**config.mk**
```make
export PLATFORM = sky130hd
export DESIGN_NAME = mem_byte_ctrl
export DESIGN_NICKNAME = d
export VERILOG_FILES = /design/src/rtl/mem_byte_ctrl.sv
export SDC_FILE = /design/constraint.sdc
export NUM_CORES = 1
export LEC_CHECK = 0
export ABC_AREA = 1
export CAP_MARGIN = 20
export CORE_MARGIN = 4
export CORE_UTILIZATION = 52
export CTS_CLUSTER_DIAMETER = 40
export CTS_CLUSTER_SIZE = 40
export DETAILED_ROUTE_END_ITERATION = 8
export GPL_ROUTABILITY_DRIVEN = 0
export GPL_TIMING_DRIVEN = 1
export PLACE_DENSITY = 0.83
export SKIP_LAST_GASP = 1
export SYNTH_ARGS = -nofsm -noshare
export SYNTH_HDL_FRONTEND = slang
export SYNTH_SLANG_ARGS = --single-unit
```
**constraint.sdc**
```tcl
create_clock -name clk -period 4.95 [get_ports clk]
set_clock_uncertainty 0.1 [all_clocks]
set_input_delay 0.495 -clock clk [delete_from_list [all_inputs] [get_ports clk]]
set_output_delay 0.495 -clock clk [all_outputs]
set_load 0.02 [all_outputs]
```
**src/rtl/mem_byte_ctrl.sv**
```systemverilog
// Byte-serialising responder for the MEM stage data port: each 32-bit request
// becomes one 8-bit access per selected lane on a synchronous RAM port.
module mem_byte_ctrl #(
    parameter int ADDR_W = 17
) (
    input  logic              clk,
    input  logic              rst,
    input  logic              mem_ce_i,
    input  logic              mem_we_i,
    input  logic [31:0]       mem_addr_i,
    input  logic [3:0]        mem_sel_i,
    input  logic [31:0]       mem_data_i,
    output logic [31:0]       mem_data_o,
    output logic              stall_o,
    output logic [ADDR_W-1:0] ram_addr_o,
    output logic              ram_wr_o,
    output logic [7:0]        ram_dout_o,
    input  logic [7:0]        ram_din_i
);

    localparam logic [1:0] IDLE   = 2'd0;
    localparam logic [1:0] ACCESS = 2'd1;
    localparam logic [1:0] RDWAIT = 2'd2;
    localparam logic [1:0] DONE   = 2'd3;

    logic [1:0]        state;
    logic              we_r;
    logic [ADDR_W-3:0] addr_r;
    logic [31:0]       wdata_r;
    logic [31:0]       rd_buf;
    logic [3:0]        mask;
    logic [3:0]        mask_nxt;
    logic [1:0]        lane_r;
    logic [1:0]        prev_lane;
    logic              prev_vld;
    logic [1:0]        first_lane;
    logic [1:0]        next_lane;
    logic              unused_addr;

    // Lane i is address offset i and data bits [31-8i:24-8i] (big-endian packing).
    function automatic logic [1:0] low_lane(input logic [3:0] m);
        if (m[0])      return 2'd0;
        else if (m[1]) return 2'd1;
        else if (m[2]) return 2'd2;
        else           return 2'd3;
    endfunction

    function automatic logic [7:0] lane_byte(input logic [31:0] d, input logic [1:0] l);
        return d[{~l, 3'b000} +: 8];
    endfunction

    function automatic logic [31:0] place_byte(input logic [7:0] b, input logic [1:0] l);
        return {24'd0, b} << {~l, 3'b000};
    endfunction

    assign unused_addr = ^{mem_addr_i[31:ADDR_W], mem_addr_i[1:0]};

    always_comb begin
        mask_nxt   = mask & ~(4'b0001 << lane_r);
        next_lane  = low_lane(mask_nxt);
        first_lane = low_lane(mem_sel_i);
    end

    always_comb begin
        stall_o = 1'b0;
        if (!rst) begin
            case (state)
                IDLE:           stall_o = mem_ce_i;
                ACCESS, RDWAIT: stall_o = 1'b1;
                default:        stall_o = 1'b0;
            endcase
        end
    end

    always_ff @(posedge clk or posedge rst) begin
        if (rst) begin
            state      <= IDLE;
            we_r       <= 1'b0;
            addr_r     <= '0;
            wdata_r    <= '0;
            rd_buf     <= '0;
            mask       <= '0;
            lane_r     <= '0;
            prev_lane  <= '0;
            prev_vld   <= 1'b0;
            mem_data_o <= '0;
            ram_addr_o <= '0;
            ram_wr_o   <= 1'b0;
            ram_dout_o <= '0;
        end else begin
            case (state)
                IDLE: begin
                    ram_wr_o <= 1'b0;
                    if (mem_ce_i) begin
                        we_r     <= mem_we_i;
                        addr_r   <= mem_addr_i[ADDR_W-1:2];
                        wdata_r  <= mem_data_i;
                        mask     <= mem_sel_i;
                        rd_buf   <= '0;
                        prev_vld <= 1'b0;
                        if (mem_sel_i != 4'b0000) begin
                            lane_r     <= first_lane;
                            ram_addr_o <= {mem_addr_i[ADDR_W-1:2], first_lane};
                            ram_dout_o <= lane_byte(mem_data_i, first_lane);
                            ram_wr_o   <= mem_we_i;
                            state      <= ACCESS;
                        end else begin
                            if (!mem_we_i)
                                mem_data_o <= '0;
                            state <= DONE;
                        end
                    end
                end

                ACCESS: begin
                    if (!mem_ce_i) begin
                        ram_wr_o <= 1'b0;
                        state    <= IDLE;
                    end else begin
                        // Read data returned now belongs to the lane presented last cycle.
                        if (!we_r && prev_vld)
                            rd_buf <= rd_buf | place_byte(ram_din_i, prev_lane);
                        prev_lane <= lane_r;
                        prev_vld  <= 1'b1;
                        mask      <= mask_nxt;
                        if (mask_nxt != 4'b0000) begin
                            lane_r     <= next_lane;
                            ram_addr_o <= {addr_r, next_lane};
                            ram_dout_o <= lane_byte(wdata_r, next_lane);
                            ram_wr_o   <= we_r;
                        end else begin
                            ram_wr_o <= 1'b0;
                            state    <= we_r ? DONE : RDWAIT;
                        end
                    end
                end

                RDWAIT: begin
                    ram_wr_o <= 1'b0;
                    if (!mem_ce_i) begin
                        state <= IDLE;
                    end else begin
                        // Merge the final byte straight into the output so it is valid during DONE.
                        mem_data_o <= rd_buf | place_byte(ram_din_i, lane_r);
                        state      <= DONE;
                    end
                end

                default: begin
                    ram_wr_o <= 1'b0;
                    state    <= IDLE;
                end
            endcase
        end
    end

endmodule

```
* After elaboration in Yosys (flattened, before gate mapping) *
Index checks and enable logic that the tools add are counted.

operators by class
  $add $sub $neg = 0
  multipliers = 0
  divide/modulo/power cells = 0
  magnitude comparators = 0
  equal/unequal tests = 11
  shifts and indexed selects = 5
  mux-type cells = 50
  bitwise gates (word level) = 8
  reduce and logical (&&, ||, !) cells = 15

operators with widths
  kind                                   count
  2-to-1 mux 32 bit                      7
  case mux 32 bit (2 select lines)       2
  2-to-1 mux 17 bit                      4
  OR 32 bit                              2
  variable part select 32 x 6 -> 8 bit   2
  left shift 8 x 5 -> 32 bit             2
  case mux 17 bit (2 select lines)       1
  2-to-1 mux 8 bit                       4
  2-to-1 mux 2 bit                       13
  != test 2 bit (second input constant)  8
  case mux 8 bit (2 select lines)        1
  2-to-1 mux 1 bit                       10
  AND reduction 5 bit                    2
  2-to-1 mux 4 bit                       2
  NOT 2 bit                              4
  case mux 4 bit (2 select lines)        1
  nonzero test 4 bit                     2
  case mux 1 bit (2 select lines)        3
  case mux 2 bit (3 select lines)        1
  AND reduction 2 bit                    3
  AND 4 bit                              1
  NOT 4 bit                              1
  case mux 2 bit (2 select lines)        1
  AND reduction 4 bit                    1
  10 further kinds                       11

word-level totals
  register bits = 149
  latch bits = 0
  memory bits (writable) = 0
  ROM bits = 0
  bits of input ports = 80
  output and inout bits = 59
  logic and storage cells = 102
  memories kept = 0

* Longest topological paths before layout *
Gate-level depths: netlist (run 1).

  depth after elaboration = 11
  depth in mapped cells = 12
  gate-level depth less buffers = 10

* Worst setup path before layout (run 1) *
No wires, ideal clock.

  path type = input-to-output
  from = input rst
  to = output stall_o
  arrival = 4,105 ps
  data required time = 4,355 ps
  path slack = 250 ps
  stages = 3
  buffers on the path = 0
  path through = inv_1 > o211ai_1 > inv_1

between the ends
  cells in the longest elaborated chain, start to end = 1

RTL lines
  item              RTL line  source
  start, declared   7         input logic rst,
  2-to-1 mux 1 bit  66        if (!rst) begin
  end, declared     14        output logic stall_o,

Every way passes these cells.

==> reports/summary.txt, run 1 <==
outcome: completed
Synth cell types: 26
most common cell in the netlist: nand2_1
final-report hold violation count: 0
first-pass GRT wire length: 29.3 mm
Setup CP Type: register to register
Clock Path Buffers: 2
post-synth top area share: 52.1%
Simple-Gate Fraction of Synth Area: 22.1%
Ports: 139
number of synthesis warnings: 0
clk_lat worst skew: 0.42 ns
Sink Count: 147
root buffer cell: clkbuf_16
top achievable clock speed: 285 MHz
register area share after synthesis: 52.1%
# hold bufs at CTS: 0
post-layout util: 67.7%
Synth area leaders: dfrtp_1, nand2_1, o21ai_0
worst hold margin: 0.331 ns
xor-xnor portion of the synthesized cell area: 0%
power per standard cell area: 620 nW/um^2
Hold Path Class: primary input to async pin
leading area contributor after synthesis: dfrtp_1
Post-synth top flop: dfrtp_1
reported max-cap violation count: 0
ANT nets after route: 0
Nets: 1097
Avg Inst Size Synth: 7.74 um^2
critical path launch point type: register
Worst VDD drop: 0.398 mV
largest family of logic cells by synthesized area: simple AND/OR/NAND/NOR gates
CTS tree: yes
number of synthesized flops with an enable pin: 0
Final Max Slew Viols: 0
most used cell, CP: nand2_1
Syn Inst Count: 913
fraction of layout cells with a size suffix above 1: 5.65%
initial antenna violation count: 0
area of the die: 15500 um^2
Reg clk slew, reported paths: 0.06 ns
RSZ-0062 raised after global routing: no
row cnt: 42
Via density: 5.22
CP Launch Point: ram_addr_o[0]
CTS H-Tree Depth: 4
total track usage: 23.0%
synth cell count leaders: nand2_1, dfrtp_1, inv_1
aggregate global routing overflow: 0
Adder-Cell Fraction of Synth Area: 0.708%
post-CTS sizing: 0
worst r2r src: ram_addr_o[0]
worst-margin pin slew: 1.02 ns
cell area after synthesis: 7070 um^2
data required time at the worst endpoint: 5.16 ns
WL/cell: 14.7 um
Residual DRC: 0
port buffer count: 121
CTS Buf Count: 17
Setup crit end kind: register
CP arrival: 3.72 ns
vias in the first global route: 6070
postcts setup bufs: 0
Final setup viols: 0
critical path, cell by cell: o21ai_1 -> nand2_2 -> o21ai_1 -> nand2_1 -> nand2_2 -> nor2_1 -> nand2_1 -> nand2_1
Lkg Pwr: 4.52 nW
Synth Area in Compound Gates: 13.7%
first-pass iteration count of the detailed router: 5
Slew HR: 31.7%
FF+latch count, synth: 147
minimum clock period: 3.51 ns
Starting Density: 53.1%
die height: 125 um
total negative setup slack: 0 ns
dpl cells: 1170
largest net degree at the start of global routing: 61
Diodes inserted: 0
core area: 13300 um^2
post-route clock period utilization: 70.9%
die extent in x: 125 um
Synth Net Count: 997
asr flop ratio synth: 100%
mux contribution to synthesized area: 2.13%
worst-path maximum fanout: 49
crit-path max cell delay: 0.79 ns
filler cell count: 1069
drt initial violations: 476
non-filler cells, final: 1202
Area growth syn-to-layout: 27.3%
total routed wirelength: 17.6 mm
Critical Path Slowest Stage Cell: o21ai_1
dpl hpwl: 11.6 mm
DR vias: 6276
## cell type report
cell class              instances  area, um^2  share of cell area (%)
inverters                     118         448                    4.98
repair buffers                129        1280                    14.2
clock inverters                11         150                    1.67
flip-flops and latches        147        3680                    40.9
multi-input cells             600        2740                    30.4
well taps                     176         220                    2.45
clock buffers                  21         480                    5.34
## worst paths after layout
check	slack, ns	endpoint	cells past startpoint
max	1.44	ram_dout_o[6]	8
min	0.33	mem_data_o[11]	2
max reg2reg	1.44	ram_dout_o[6]	8
min reg2reg	0.37	mem_data_o[21]	2
max in group asynchronous	2.69	rd_buf[29]	4
min in group clk	0.37	mem_data_o[21]	2
## per-stage QoR
| step | cell area [um^2] | power, W | setup slack, ns |
|---|---|---|---|
| floorplan | 7070 | 0.00347 | 0.250 |
| global placement | 8350 | 0.00414 | 1.51 |
| detailed placement | 8360 | 0.00423 | 1.44 |
| CTS | 8990 | 0.00560 | 1.44 |
| global route | 8990 | 0.00599 | 1.14 |
| finish | 8990 | 0.00558 | 1.44 |
## critical path, delay by kind of cell (launching register included)
kind	cells	cell delay [ns]
flops	1	0.60
simple gates	6	1.58
compound gates	2	1.12
## registers in the layout, summed over array words and instances, names as in the netlist
signal      count
mask            4
rd_buf         32
prev_lane       2
wdata_r        32
ram_addr_o     17
mem_data_o     32
we_r            1
prev_vld        1
addr_r         15
ram_dout_o      8
state           2
ram_wr_o        1
## cell families (layout without fill, tap and decap cells)
| logic type | count (synthesis) | after routing |
|---|---|---|
| buf+inv | 166 | 279 |
| flops | 147 | 147 |
| compound gates | 184 | 184 |
| simple gates | 397 | 397 |
| fa+ha+maj | 4 | 4 |
| mux | 15 | 15 |
## routing by layer
metal / GRT usage, % / vias to the layer above / wire length, um
met3: 5.02 / 47 / 1250
met2: 36.8 / 251 / 8460
met5: 0 / - / 0
li1: - / 3065 / -
met4: 10.3 / 0 / 560
met1: 30.1 / 2913 / 7340
## cell usage in the layout, fill, tap and decap left out, types with 7 or more instances in the layout
cell / n
nor2_1: 27
a21oi_1: 54
buf_4: 7
clkbuf_16: 17
nand2_1: 316
mux2i_1: 15
inv_1: 113
o21ai_0: 102
nand3_1: 47
clkdlybuf4s50_1: 121
dfrtp_1: 147
o21ai_1: 18
## report_power, final
part | internal [W] | leakage (nW) | switching (W)
combinational | 0.000835 | 2.31 | 0.00146
sequential | 0.00168 | 1.90 | 0.000252
clock | 0.000848 | 0.306 | 0.000497
total | 0.00336 | 4.52 | 0.00221
(Power assumes the default switching activity.)
==> inputs of run 2 (changes only) <==
Clock period 4.95 ns to 3.3 ns, I/O delays scaled along.
==> run 2 against run 1 <==
Non-clock buffer count increased by 6. Via count up 1.3%. Final area fell by 0.21%. Core utilization fell by 0.14 points. Worst setup slack got worse by 0.97 ns. Total power up 47%. Combinational power grew 53%. Critical path depth is 1 lower. First-iteration DRC count up 12%. Cell count increased by 0.33%. Largest cell class unchanged. Largest power group unchanged.
==> reports/summary.txt, run 2 (synthesized netlist as in run 1, its figures left out) <==
Sw Pwr: 0.00332 W (was 0.00221 W)
vias in the first global route: 6336 (was 6070)
total track usage: 23.3% (was 23.0%)
total routed wirelength: 17.7 mm (was 17.6 mm)
Final Max Slew Viols: 0 (unchanged)
final-report hold violation count: 0 (unchanged)
outcome: completed (unchanged)
Lkg Pwr: 4.50 nW (was 4.52 nW)
Setup crit end kind: primary output (was register)
Placement Cell Area: 8430 um^2 (was 8360 um^2)
first-pass iteration count of the detailed router: 6 (was 5)
largest net degree at the start of global routing: 148 (was 61)
data required time at the worst endpoint: 2.87 ns (was 5.16 ns)
# hold bufs at CTS: 0 (unchanged)
critical path launch point type: register (unchanged)
Setup CP Type: register to primary output (was register to register)
Flop pwr share: 35.1% (was 34.6%)
FF-to-FF setup slack: 0.64 ns (was 1.44 ns)
Place WS: 0.656 ns (was 1.44 ns)
Clock Power Share: 21.8% (was 24.1%)
fraction of layout cells with a size suffix above 1: 5.63% (was 5.65%)
post-CTS sizing: 0 (unchanged)
worst-path maximum fanout: 24 (was 49)
GR Layer Usage met3: 4.85% (was 5.02%)
drt initial violations: 535 (was 476)
Worst VDD drop: 0.486 mV (was 0.398 mV)
Hold Path Class: register to register (was primary input to async pin)
CTS H-Tree Depth: 4 (unchanged)
WL/cell: 14.7 um (about the same)
dpl hpwl: 11.5 mm (was 11.6 mm)
power per standard cell area: 915 nW/um^2 (was 620 nW/um^2)
commonest non-fill, non-tap cell in the layout: nand2_1 (unchanged)
Comb pwr share: 43.1% (was 41.2%)
core area: 13300 um^2 (unchanged)
Ports: 139 (unchanged)
root buffer cell: clkbuf_16 (unchanged)
Final Power: 0.00821 W (was 0.00558 W)
CTS tree: yes (unchanged)
M2 GR Usage: 38.5% (was 36.8%)
Top Registers: mem_data_o x32, rd_buf x32, wdata_r x32 (unchanged)
worst-margin pin slew: 0.895 ns (was 1.02 ns)
Residual DRC: 0 (unchanged)
commonest non-fill, non-tap cells in the layout: nand2_1, dfrtp_1, clkdlybuf4s50_1 (unchanged)
Clock Path Buffers: 2 (unchanged)
reported max-cap violation count: 0 (unchanged)
minimum clock period: 2.83 ns
CTS Buf Count: 17 (unchanged)
Slew HR: 40.0% (was 31.7%)
area of the die: 15500 um^2 (unchanged)
grt peak-use layer: met2 (unchanged)
Nets: 1103 (was 1097)
filler cell count: 1086 (was 1069)
port buffer count: 121 (unchanged)
Reg clk slew, reported paths: 0.05 ns (was 0.06 ns)
first-pass GRT wire length: 29.7 mm (was 29.3 mm)
clk_lat worst skew: 0.42 ns (about the same)
die extent in x: 125 um (unchanged)
die height: 125 um (unchanged)
Sink Count: 147 (unchanged)
CP arrival: 2.40 ns (was 3.72 ns)
post-route clock period utilization: 85.7%
Final setup viols: 0 (unchanged)
postcts setup bufs: 0 (unchanged)
design area: 8980 um^2 (was 8990 um^2)
top achievable clock speed: 354 MHz
ANT nets after route: 0 (unchanged)
Area growth syn-to-layout: 27.0% (was 27.3%)
RSZ-0062 raised after global routing: no (unchanged)
Via density: 5.27 (was 5.22)
DR vias: 6357 (was 6276)
Diodes inserted: 0 (unchanged)
final worst setup slack: 0.473 ns (was 1.44 ns)
row cnt: 42 (unchanged)
switching share of total power: 40.4% (was 39.7%)
aggregate global routing overflow: 0 (unchanged)
Internal: 0.00489 W (was 0.00336 W)
initial antenna violation count: 0 (unchanged)
Starting Density: 53.1% (unchanged)
grt met1 use: 29.5% (was 30.1%)
-- run 2: per-stage QoR --
step / setup TNS, ns / std cells / util (%) / hold WS (ns)
floorplan: -0.0588 / 913 / - / 0.340
global placement: 0 / 1175 / 63.3 / 0.353
detailed placement: 0 / 1176 / 63.4 / 0.357
CTS: 0 / 1206 / 67.5 / 0.360
global route: 0 / 1206 / 67.5 / 0.371
finish: 0 / 1206 / 67.5 / 0.368
-- run 2: metal layers --
metal,vias up,share of wire (%)
met5,-,0
met1,3001,42
met3,50,6.0
met4,0,2.9
met2,233,49
li1,3073,-
-- run 2: final cells by class --
class,instances,area [um^2],share of cell area (%)
clock buffer,22,464,5.17
clock inverter,8,81.3,0.906
sequential,147,3680,41.0
multi-input combinational,600,2740,30.5
inverter,118,447,4.98
timing repair buffer,135,1350,15.0
tap,176,220,2.45
-- run 2: power by group through the flow --
stage	Sequential, W	Combinational (W)	Clock, W
6_report	0.00288	0.00353	0.00179
5_1_grt	0.00296	0.00396	0.00190
4_1_cts	0.00288	0.00353	0.00182
3_5_place_dp	0.00289	0.00350	0
3_3_place_gp	0.00287	0.00340	0
2_1_floorplan	0.00306	0.00215	0
-- run 2: final timing paths --
path	startpoint	endpoint	cells after the start
hold reg to reg	mem_data_o[30]	mem_data_o[30]	2
setup reg to reg	state[1]	rd_buf[3]	9
hold / removal	mem_data_o[30]	mem_data_o[30]	2
setup / recovery	state[0]	stall_o	7
max in group asynchronous	rst	wdata_r[28]	3
min in group asynchronous	rst	wdata_r[30]	3
-- run 2: worst max-delay path, stage by stage (launching register included) --
cell             delay [ns]
dfrtp_1                0.41
inv_1                  0.08
ha_1                   0.24
nand2_2                0.36
inv_1                  0.12
o211ai_1               0.19
inv_1                  0.06
clkdlybuf4s50_1        0.53
